<file path="config.mk">
export PLATFORM = sky130hd
export DESIGN_NAME = antirrebote_n_flat
export DESIGN_NICKNAME = d
export VERILOG_FILES = /design/src/rtl/antirrebote_pkg.sv /design/src/rtl/antirrebote_if.sv /design/src/rtl/antirrebote_canal.sv /design/src/rtl/antirrebote_n.sv /design/src/flat_wrapper.sv
export SDC_FILE = /design/constraint.sdc
export NUM_CORES = 1
export LEC_CHECK = 0
export ABC_AREA = 1
export CAP_MARGIN = 30
export CORE_ASPECT_RATIO = 1.2
export CORE_MARGIN = 2
export CORE_UTILIZATION = 35
export DETAILED_ROUTE_END_ITERATION = 12
export DONT_BUFFER_PORTS = 1
export PLACE_DENSITY = 0.58
export SYNTH_ARGS = -nofsm -noshare
export SYNTH_HDL_FRONTEND = slang
export SYNTH_SLANG_ARGS = --single-unit
</file>
<file path="constraint.sdc">
create_clock -name clk -period 1.9 [get_ports clk]
set_input_delay 0.285 -clock clk [delete_from_list [all_inputs] [get_ports clk]]
set_output_delay 0.285 -clock clk [all_outputs]
set_load 0.03 [all_outputs]
</file>
<file path="src/rtl/antirrebote_pkg.sv">
// Shared constants, hold-sequencer state type and counter-width helpers for the debouncer.
// Defaults assume a 50 MHz clk.
package antirrebote_pkg;

  localparam int DEF_COUNT  = 100;
  localparam int DEF_LONG   = 50_000_000;
  localparam int DEF_REPEAT = 10_000_000;

  typedef enum logic [1:0] {
    H_IDLE,
    H_PRESS,
    H_REPEAT
  } hold_state_t;

  function automatic int deb_width(input int count);
    return (count < 1) ? 1 : $clog2(count + 1);
  endfunction

  function automatic int hold_width(input int long_c, input int rep_c);
    int m;
    m = (long_c > rep_c) ? long_c : rep_c;
    return (m < 1) ? 1 : $clog2(m + 1);
  endfunction

endpackage

</file>
<file path="src/rtl/antirrebote_if.sv">
// Button bundle: raw levels in, debounced levels and event pulses out.
// Master drives btn (board / bench side); slave is the debouncer.
interface antirrebote_if #(
  parameter int N = 4
);
  logic [N-1:0] btn;
  logic [N-1:0] clean;
  logic [N-1:0] rise;
  logic [N-1:0] fall;
  logic [N-1:0] long_press;
  logic [N-1:0] rpt;
  logic         any_evt;

  modport master (
    output btn,
    input  clean, rise, fall, long_press, rpt, any_evt
  );

  modport slave (
    input  btn,
    output clean, rise, fall, long_press, rpt, any_evt
  );
endinterface

</file>
<file path="src/rtl/antirrebote_canal.sv">
// One debounce channel: 2-flop sync, stability counter, edge pulses, long-press/repeat sequencer.
// clean moves COUNT+2 edges after a stable new level; every output is a flop; no backpressure.
module antirrebote_canal
  import antirrebote_pkg::*;
#(
  parameter int COUNT  = DEF_COUNT,
  parameter int LONG   = DEF_LONG,
  parameter int REPEAT = DEF_REPEAT
) (
  input  logic clk,
  input  logic rst_n,
  input  logic btn,
  output logic clean,
  output logic rise,
  output logic fall,
  output logic long_press,
  output logic rpt,
  output logic rise_nxt
);

  localparam int DEB_W  = deb_width(COUNT);
  localparam int HOLD_W = hold_width(LONG, REPEAT);

  localparam logic [DEB_W-1:0]  DEB_LAST  = DEB_W'(COUNT - 1);
  localparam logic [HOLD_W-1:0] LONG_LAST = HOLD_W'(LONG - 1);
  localparam logic [HOLD_W-1:0] REP_LAST  = HOLD_W'((REPEAT > 0) ? REPEAT - 1 : 0);

  logic              sync_q1, sync_q2;
  logic [DEB_W-1:0]  deb_cnt, deb_cnt_d;
  logic              clean_d;
  hold_state_t       st, st_d;
  logic [HOLD_W-1:0] hold_cnt, hold_cnt_d;
  logic              long_d, rpt_d;

  always_ff @(posedge clk or negedge rst_n) begin
    if (!rst_n) begin
      sync_q1 <= 1'b0;
      sync_q2 <= 1'b0;
    end else begin
      sync_q1 <= btn;
      sync_q2 <= sync_q1;
    end
  end

  // Counter only runs while the synchronised level disagrees with clean; any agreement restarts it.
  always_comb begin
    deb_cnt_d = '0;
    clean_d   = clean;
    if (sync_q2 != clean) begin
      if (deb_cnt == DEB_LAST) begin
        clean_d = sync_q2;
      end else begin
        deb_cnt_d = deb_cnt + 1'b1;
      end
    end
  end

  // Decisions use clean_d so a release cancels any pulse due in the fall cycle itself.
  always_comb begin
    st_d       = st;
    hold_cnt_d = hold_cnt;
    long_d     = 1'b0;
    rpt_d      = 1'b0;
    if (!clean_d) begin
      st_d       = H_IDLE;
      hold_cnt_d = '0;
    end else begin
      case (st)
        H_IDLE: begin
          st_d       = H_PRESS;
          hold_cnt_d = '0;
        end
        H_PRESS: begin
          if (hold_cnt == LONG_LAST) begin
            long_d     = 1'b1;
            st_d       = H_REPEAT;
            hold_cnt_d = '0;
          end else begin
            hold_cnt_d = hold_cnt + 1'b1;
          end
        end
        H_REPEAT: begin
          if (REPEAT > 0) begin
            if (hold_cnt == REP_LAST) begin
              rpt_d      = 1'b1;
              hold_cnt_d = '0;
            end else begin
              hold_cnt_d = hold_cnt + 1'b1;
            end
          end
        end
        default: begin
          st_d       = H_IDLE;
          hold_cnt_d = '0;
        end
      endcase
    end
  end

  assign rise_nxt = clean_d & ~clean;

  always_ff @(posedge clk or negedge rst_n) begin
    if (!rst_n) begin
      deb_cnt    <= '0;
      clean      <= 1'b0;
      rise       <= 1'b0;
      fall       <= 1'b0;
      st         <= H_IDLE;
      hold_cnt   <= '0;
      long_press <= 1'b0;
      rpt        <= 1'b0;
    end else begin
      deb_cnt    <= deb_cnt_d;
      clean      <= clean_d;
      rise       <= clean_d & ~clean;
      fall       <= ~clean_d & clean;
      st         <= st_d;
      hold_cnt   <= hold_cnt_d;
      long_press <= long_d;
      rpt        <= rpt_d;
    end
  end

endmodule

</file>
<file path="src/rtl/antirrebote_n.sv">
// N-channel button debouncer with press/release/long-press/auto-repeat pulses.
// clean and pulses lag a stable input by COUNT+2 edges; all outputs registered; no backpressure.
module antirrebote_n
  import antirrebote_pkg::*;
#(
  parameter int N          = 4,
  parameter int COUNT      = DEF_COUNT,
  parameter int LONG       = DEF_LONG,
  parameter int REPEAT     = DEF_REPEAT,
  parameter int ACTIVE_LOW = 0
) (
  input  logic         clk,
  input  logic         rst_n,
  antirrebote_if.slave bus
);

  logic [N-1:0] btn_norm;
  logic [N-1:0] clean_v, rise_v, fall_v, long_v, rpt_v, rise_nxt_v;

  assign btn_norm = (ACTIVE_LOW != 0) ? ~bus.btn : bus.btn;

  for (genvar i = 0; i < N; i++) begin : gen_ch
    antirrebote_canal #(
      .COUNT (COUNT),
      .LONG  (LONG),
      .REPEAT(REPEAT)
    ) u_canal (
      .clk       (clk),
      .rst_n     (rst_n),
      .btn       (btn_norm[i]),
      .clean     (clean_v[i]),
      .rise      (rise_v[i]),
      .fall      (fall_v[i]),
      .long_press(long_v[i]),
      .rpt       (rpt_v[i]),
      .rise_nxt  (rise_nxt_v[i])
    );
  end

  // Registered from the channels' next-rise terms so it lines up with rise.
  always_ff @(posedge clk or negedge rst_n) begin
    if (!rst_n) begin
      bus.any_evt <= 1'b0;
    end else begin
      bus.any_evt <= |rise_nxt_v;
    end
  end

  assign bus.clean      = clean_v;
  assign bus.rise       = rise_v;
  assign bus.fall       = fall_v;
  assign bus.long_press = long_v;
  assign bus.rpt        = rpt_v;

endmodule

</file>
<file path="src/flat_wrapper.sv">
// flat-port wrapper written by rule: the top's interface ports become plain ports
module antirrebote_n_flat import antirrebote_pkg::*;
#(
  parameter int N          = 4,
  parameter int COUNT      = DEF_COUNT,
  parameter int LONG       = DEF_LONG,
  parameter int REPEAT     = DEF_REPEAT,
  parameter int ACTIVE_LOW = 0
)
  (clk, rst_n, bus_btn, bus_clean, bus_rise, bus_fall, bus_long_press, bus_rpt, bus_any_evt);
  antirrebote_if #(.N(N)) bus_i ();
  input  logic clk;
  input  logic rst_n;
  input wire logic [$bits(bus_i.btn)-1:0] bus_btn;
  output wire logic [$bits(bus_i.clean)-1:0] bus_clean;
  output wire logic [$bits(bus_i.rise)-1:0] bus_rise;
  output wire logic [$bits(bus_i.fall)-1:0] bus_fall;
  output wire logic [$bits(bus_i.long_press)-1:0] bus_long_press;
  output wire logic [$bits(bus_i.rpt)-1:0] bus_rpt;
  output wire logic [$bits(bus_i.any_evt)-1:0] bus_any_evt;
  assign bus_i.btn = bus_btn;
  assign bus_clean = bus_i.clean;
  assign bus_rise = bus_i.rise;
  assign bus_fall = bus_i.fall;
  assign bus_long_press = bus_i.long_press;
  assign bus_rpt = bus_i.rpt;
  assign bus_any_evt = bus_i.any_evt;
  antirrebote_n #(.N(N), .COUNT(COUNT), .LONG(LONG), .REPEAT(REPEAT), .ACTIVE_LOW(ACTIVE_LOW)) u_core (.clk(clk), .rst_n(rst_n), .bus(bus_i));
endmodule
</file>
==> results of run 1 <==
-- layout by cell type (no fill, tap or decap), types with 4 or more instances in the layout --
master	netlist	routed
nand2_1	329	329
nor2_1	252	251
dfrtp_1	169	169
inv_1	158	158
nand3_1	81	80
xor2_1	40	40
nor2_2	39	39
nor3_1	28	28
xnor2_1	27	27
ha_1	24	23
clkbuf_16	0	17
nand4_1	15	15
o21ai_0	14	14
nand3b_1	12	12
nand2_2	10	10
buf_4	20	9
nand2_4	8	8
and3_1	7	7
nor3b_1	6	6
a21oi_1	6	6
nand3_2	3	4
nor2_4	3	4
clkinvlp_4	0	4
dlygate4sd3_1	0	4
-- cells by family (layout without fill, tap and decap cells) --
logic type,after synthesis,count (layout),share of synthesized area
AND/OR/NAND/NOR,803,803,0.369
buffers and inverters,191,212,0.0898
flip-flops,169,169,0.438
AO/OA/AOI/OAI,22,22,0.0119
adder cells (fa/ha/maj),24,24,0.0311
XOR/XNOR,67,67,0.0608
-- final cells by class --
class | count | area [µm²] | area share
Sequential cell | 169 | 4230 | 0.399
Inverter | 166 | 639 | 0.0603
Tap cell | 340 | 425 | 0.0401
Clock inverter | 15 | 166 | 0.0157
Multi-Input combinational cell | 916 | 4580 | 0.433
Clock buffer | 17 | 425 | 0.0401
Timing Repair Buffer | 14 | 128 | 0.0120
-- cells in the mapped netlist --
cell type  count
and2_1         3
nor3_2         2
nand2_8        2
buf_8          1
inv_1        158
xnor2_1       27
nor4_1         1
nand3_2        3
nor3b_1        6
nand2_4        8
o21ai_0       14
clkinv_1       1
nor2_4         3
ha_1          24
nand2_2       10
a21oi_1        6
or3_1          1
nor2_1       252
nand3b_1      12
nand3_1       81
nor2_2        39
dfrtp_1      169
nand4_1       15
nor3_1        28
xor2_1        40
o21bai_1       1
inv_2          2
inv_4          2
and3b_1        1
buf_12         2
and3_1         7
nand2_1      329
o21a_1         1
clkinv_2       1
buf_4         20
clkinv_4       2
buf_6          2
-- layer usage --
metal | vias up | part of all wire | GRT usage
met1 | 3420 | 0.48 | 0.174
met2 | 77 | 0.49 | 0.244
met5 | - | 0 | 0
met4 | 0 | 0.011 | 0.0429
li1 | 3925 | - | -
met3 | 17 | 0.022 | 0.0258
-- through the flow --
stage,area [µm²],std cells
2_1_floorplan,9660,1276
3_5_place_dp,9940,1600
3_3_place_gp,9940,1600
6_report,10600,1637
5_1_grt,10600,1637
4_1_cts,10600,1636
-- flip-flops by register name (all words and copies together), names as in the netlist --
signal / count
u_core.gen_ch.u_canal.sync_q2: 4
u_core.gen_ch.u_canal.fall: 4
u_core.gen_ch.u_canal.rpt: 4
u_core.gen_ch.u_canal.st: 8
u_core.bus.any_evt: 1
u_core.gen_ch.u_canal.hold_cnt: 104
u_core.gen_ch.u_canal.clean: 4
u_core.gen_ch.u_canal.sync_q1: 4
u_core.gen_ch.u_canal.deb_cnt: 28
u_core.gen_ch.u_canal.long_press: 4
u_core.gen_ch.u_canal.rise: 4
-- path summary, 6_finish.rpt --
kind	slack, ns	from	to
worst max-delay path	0.17	u_core.gen_ch[3].u_canal.hold_cnt[0]$_DFF_PN0_	u_core.gen_ch[3].u_canal.hold_cnt[24]$_DFF_PN0_
worst min-delay path	-0.44	rst_n	u_core.gen_ch[0].u_canal.hold_cnt[17]$_DFF_PN0_
worst max register to register	0.17	u_core.gen_ch[3].u_canal.hold_cnt[0]$_DFF_PN0_	u_core.gen_ch[3].u_canal.hold_cnt[24]$_DFF_PN0_
worst min register to register	0.35	u_core.gen_ch[3].u_canal.sync_q1$_DFF_PN0_	u_core.gen_ch[3].u_canal.sync_q2$_DFF_PN0_
max in group asynchronous	2.14	rst_n	u_core.gen_ch[3].u_canal.deb_cnt[4]$_DFF_PN0_
min in group clk	0.35	u_core.gen_ch[3].u_canal.sync_q1$_DFF_PN0_	u_core.gen_ch[3].u_canal.sync_q2$_DFF_PN0_
-- power by group --
part           switching (mW)  internal, mW  total (mW)
Combinational          0.0382        0.0320      0.0702
Sequential             0.0213          3.63        3.65
Clock                    1.58          1.86        3.44
-- timing repair --
action / 4_1_cts / 5_1_grt
setup buffers: 0 / 1
endpoints found under the setup margin: 0 / 23
gates resized for setup: 0 / 5
endpoints found under the hold margin: 173 / 169
-- critical path, delay by kind of cell (launching register included) --
| kind | cells | cell delay [ns] |
|---|---|---|
| and+or+nand+nor | 7 | 0.90 |
| buffers and inverters | 1 | 0.15 |
| DFF | 1 | 0.36 |
| adders and majority gates | 1 | 0.21 |
==> run_results.csv, run 1 <==
group,metric,value,unit
cts,clockBufferDepth,2,
logic_synthesis,ys_seq_area_frac,0.438,
global_route,antenna_found_initial,0,
cts,clkSinkCount,169,
cells_and_area,area_growth,9.72,%
power_and_ir_drop,vdd_ir_drop_max,0.469,mV
global_route,grt_max_degree,170,
timing,max_freq,0.578,GHz
cells_and_area,num_antenna_cells,0,
route,wirelength,18800,µm
global_route,grt_pass1_vias,7276,
power_and_ir_drop,total_power,7.16,mW
cts,tritoncts,"yes",
setup_path,crit_required,2.22,ns
outcome,violations,"hold timing",
logic_synthesis,synth_top_cell_area_share,0.438,
timing,finalClockSkew,0.00933,ns
floorplan,die_x,156,µm
cells_and_area,nFillCells,2711,
setup_path,arrival,2.05,ns
cts,clock_latency,0.43,ns
global_route,overflow,0,
timing,setup_viol,0,
timing,period_share,0.911,
setup_path,startpoint_type,"flop",
cells_and_area,finish.utilization,0.390,
logic_synthesis,synth_nets,1306,
route,vias,7439,
logic_synthesis,syn_avg_cell_area,7.57,µm²
place,io_buffers,0,
cts,ctsHoldBuffers,4,
power_and_ir_drop,powerDensity,676,mW/mm²
timing,max_slew_margin,0.629,
route,dr.pass1.iters,7,
setup_path,path_max_fanout,20,
power_and_ir_drop,leakagePower,4.82,nW
floorplan,ios,27,
setup_path,critPathKind,"flop to flop",
timing,fin_tns_setup,0,ns
logic_synthesis,synthDistinctLibCells,37,
timing,finalWorstSetupSlack,0.169,ns
floorplan,die_h,186,µm
floorplan,core-area,0.0272,mm²
timing,hold_viol,169,
timing,tightest_slew,0.550,ns
timing,hold_slack,-0.437,ns
floorplan,die_area,0.0289,mm²
route,ant_nets,0,
floorplan,num_rows,66,
place,gp_congestion,0.861,
cells_and_area,drive_gt1_frac,0.0918,
logic_synthesis,yosys-top-cells-area,"dfrtp_1 44%, nand2_1 13%, nor2_1 9.8%",
place,hpwlAfterDp,13800,µm
logic_synthesis,synth-seq-cells,169,
logic_synthesis,ys_warn_count,0,
setup_path,critPathSlowestCell,"dfrtp_1",
route,drt_iter0_drc,313,
setup_path,worstRegToRegCells,9,
global_route,grt_pass1_wl,33000,µm
outcome,status,"finished, violations left",
run,drv_cap,0,
route,wl_per_cell,11.5,µm
floorplan,initial_core_util,0.355,
setup_path,slowest_delay,0.36,ns
route,drc,0,
cells_and_area,fin_nets,1314,
timing,maxSlewViolCount,0,
cts,cts_buffers,17,
place,place_ws,0.125,ns
cts,cts.clk_slew.worst_paths,0.07,ns
logic_synthesis,yosysTopAreaCell,"dfrtp_1",
timing,min_period,1.73,ns
setup_path,critPathCaptureType,"flop",
logic_synthesis,netlist_area,0.00966,mm²
global_route,grt_usage,0.139,
route,viasPerCell,4.54,
min_path,hp-class,"primary input to async pin",
setup_path,crit_chain,"ha_1, nand3_1, nor3_4, nand3_1, nand2_1, nand2_2, nand2_2, buf_12, nor2_1",
logic_synthesis,synthesis.instances,1276,
cts,ctsRootBufferMaster,"clkbuf_16",
cts,htree_levels,4,
Note: power is estimated with default switching activity, not from simulation.
==> run 2, diff against run 1 <==
- HOLD_SLACK_MARGIN: unset -> 0.1
==> results of run 2 <==
No change in the layout: final DEF, timing and power equal those of run 1.
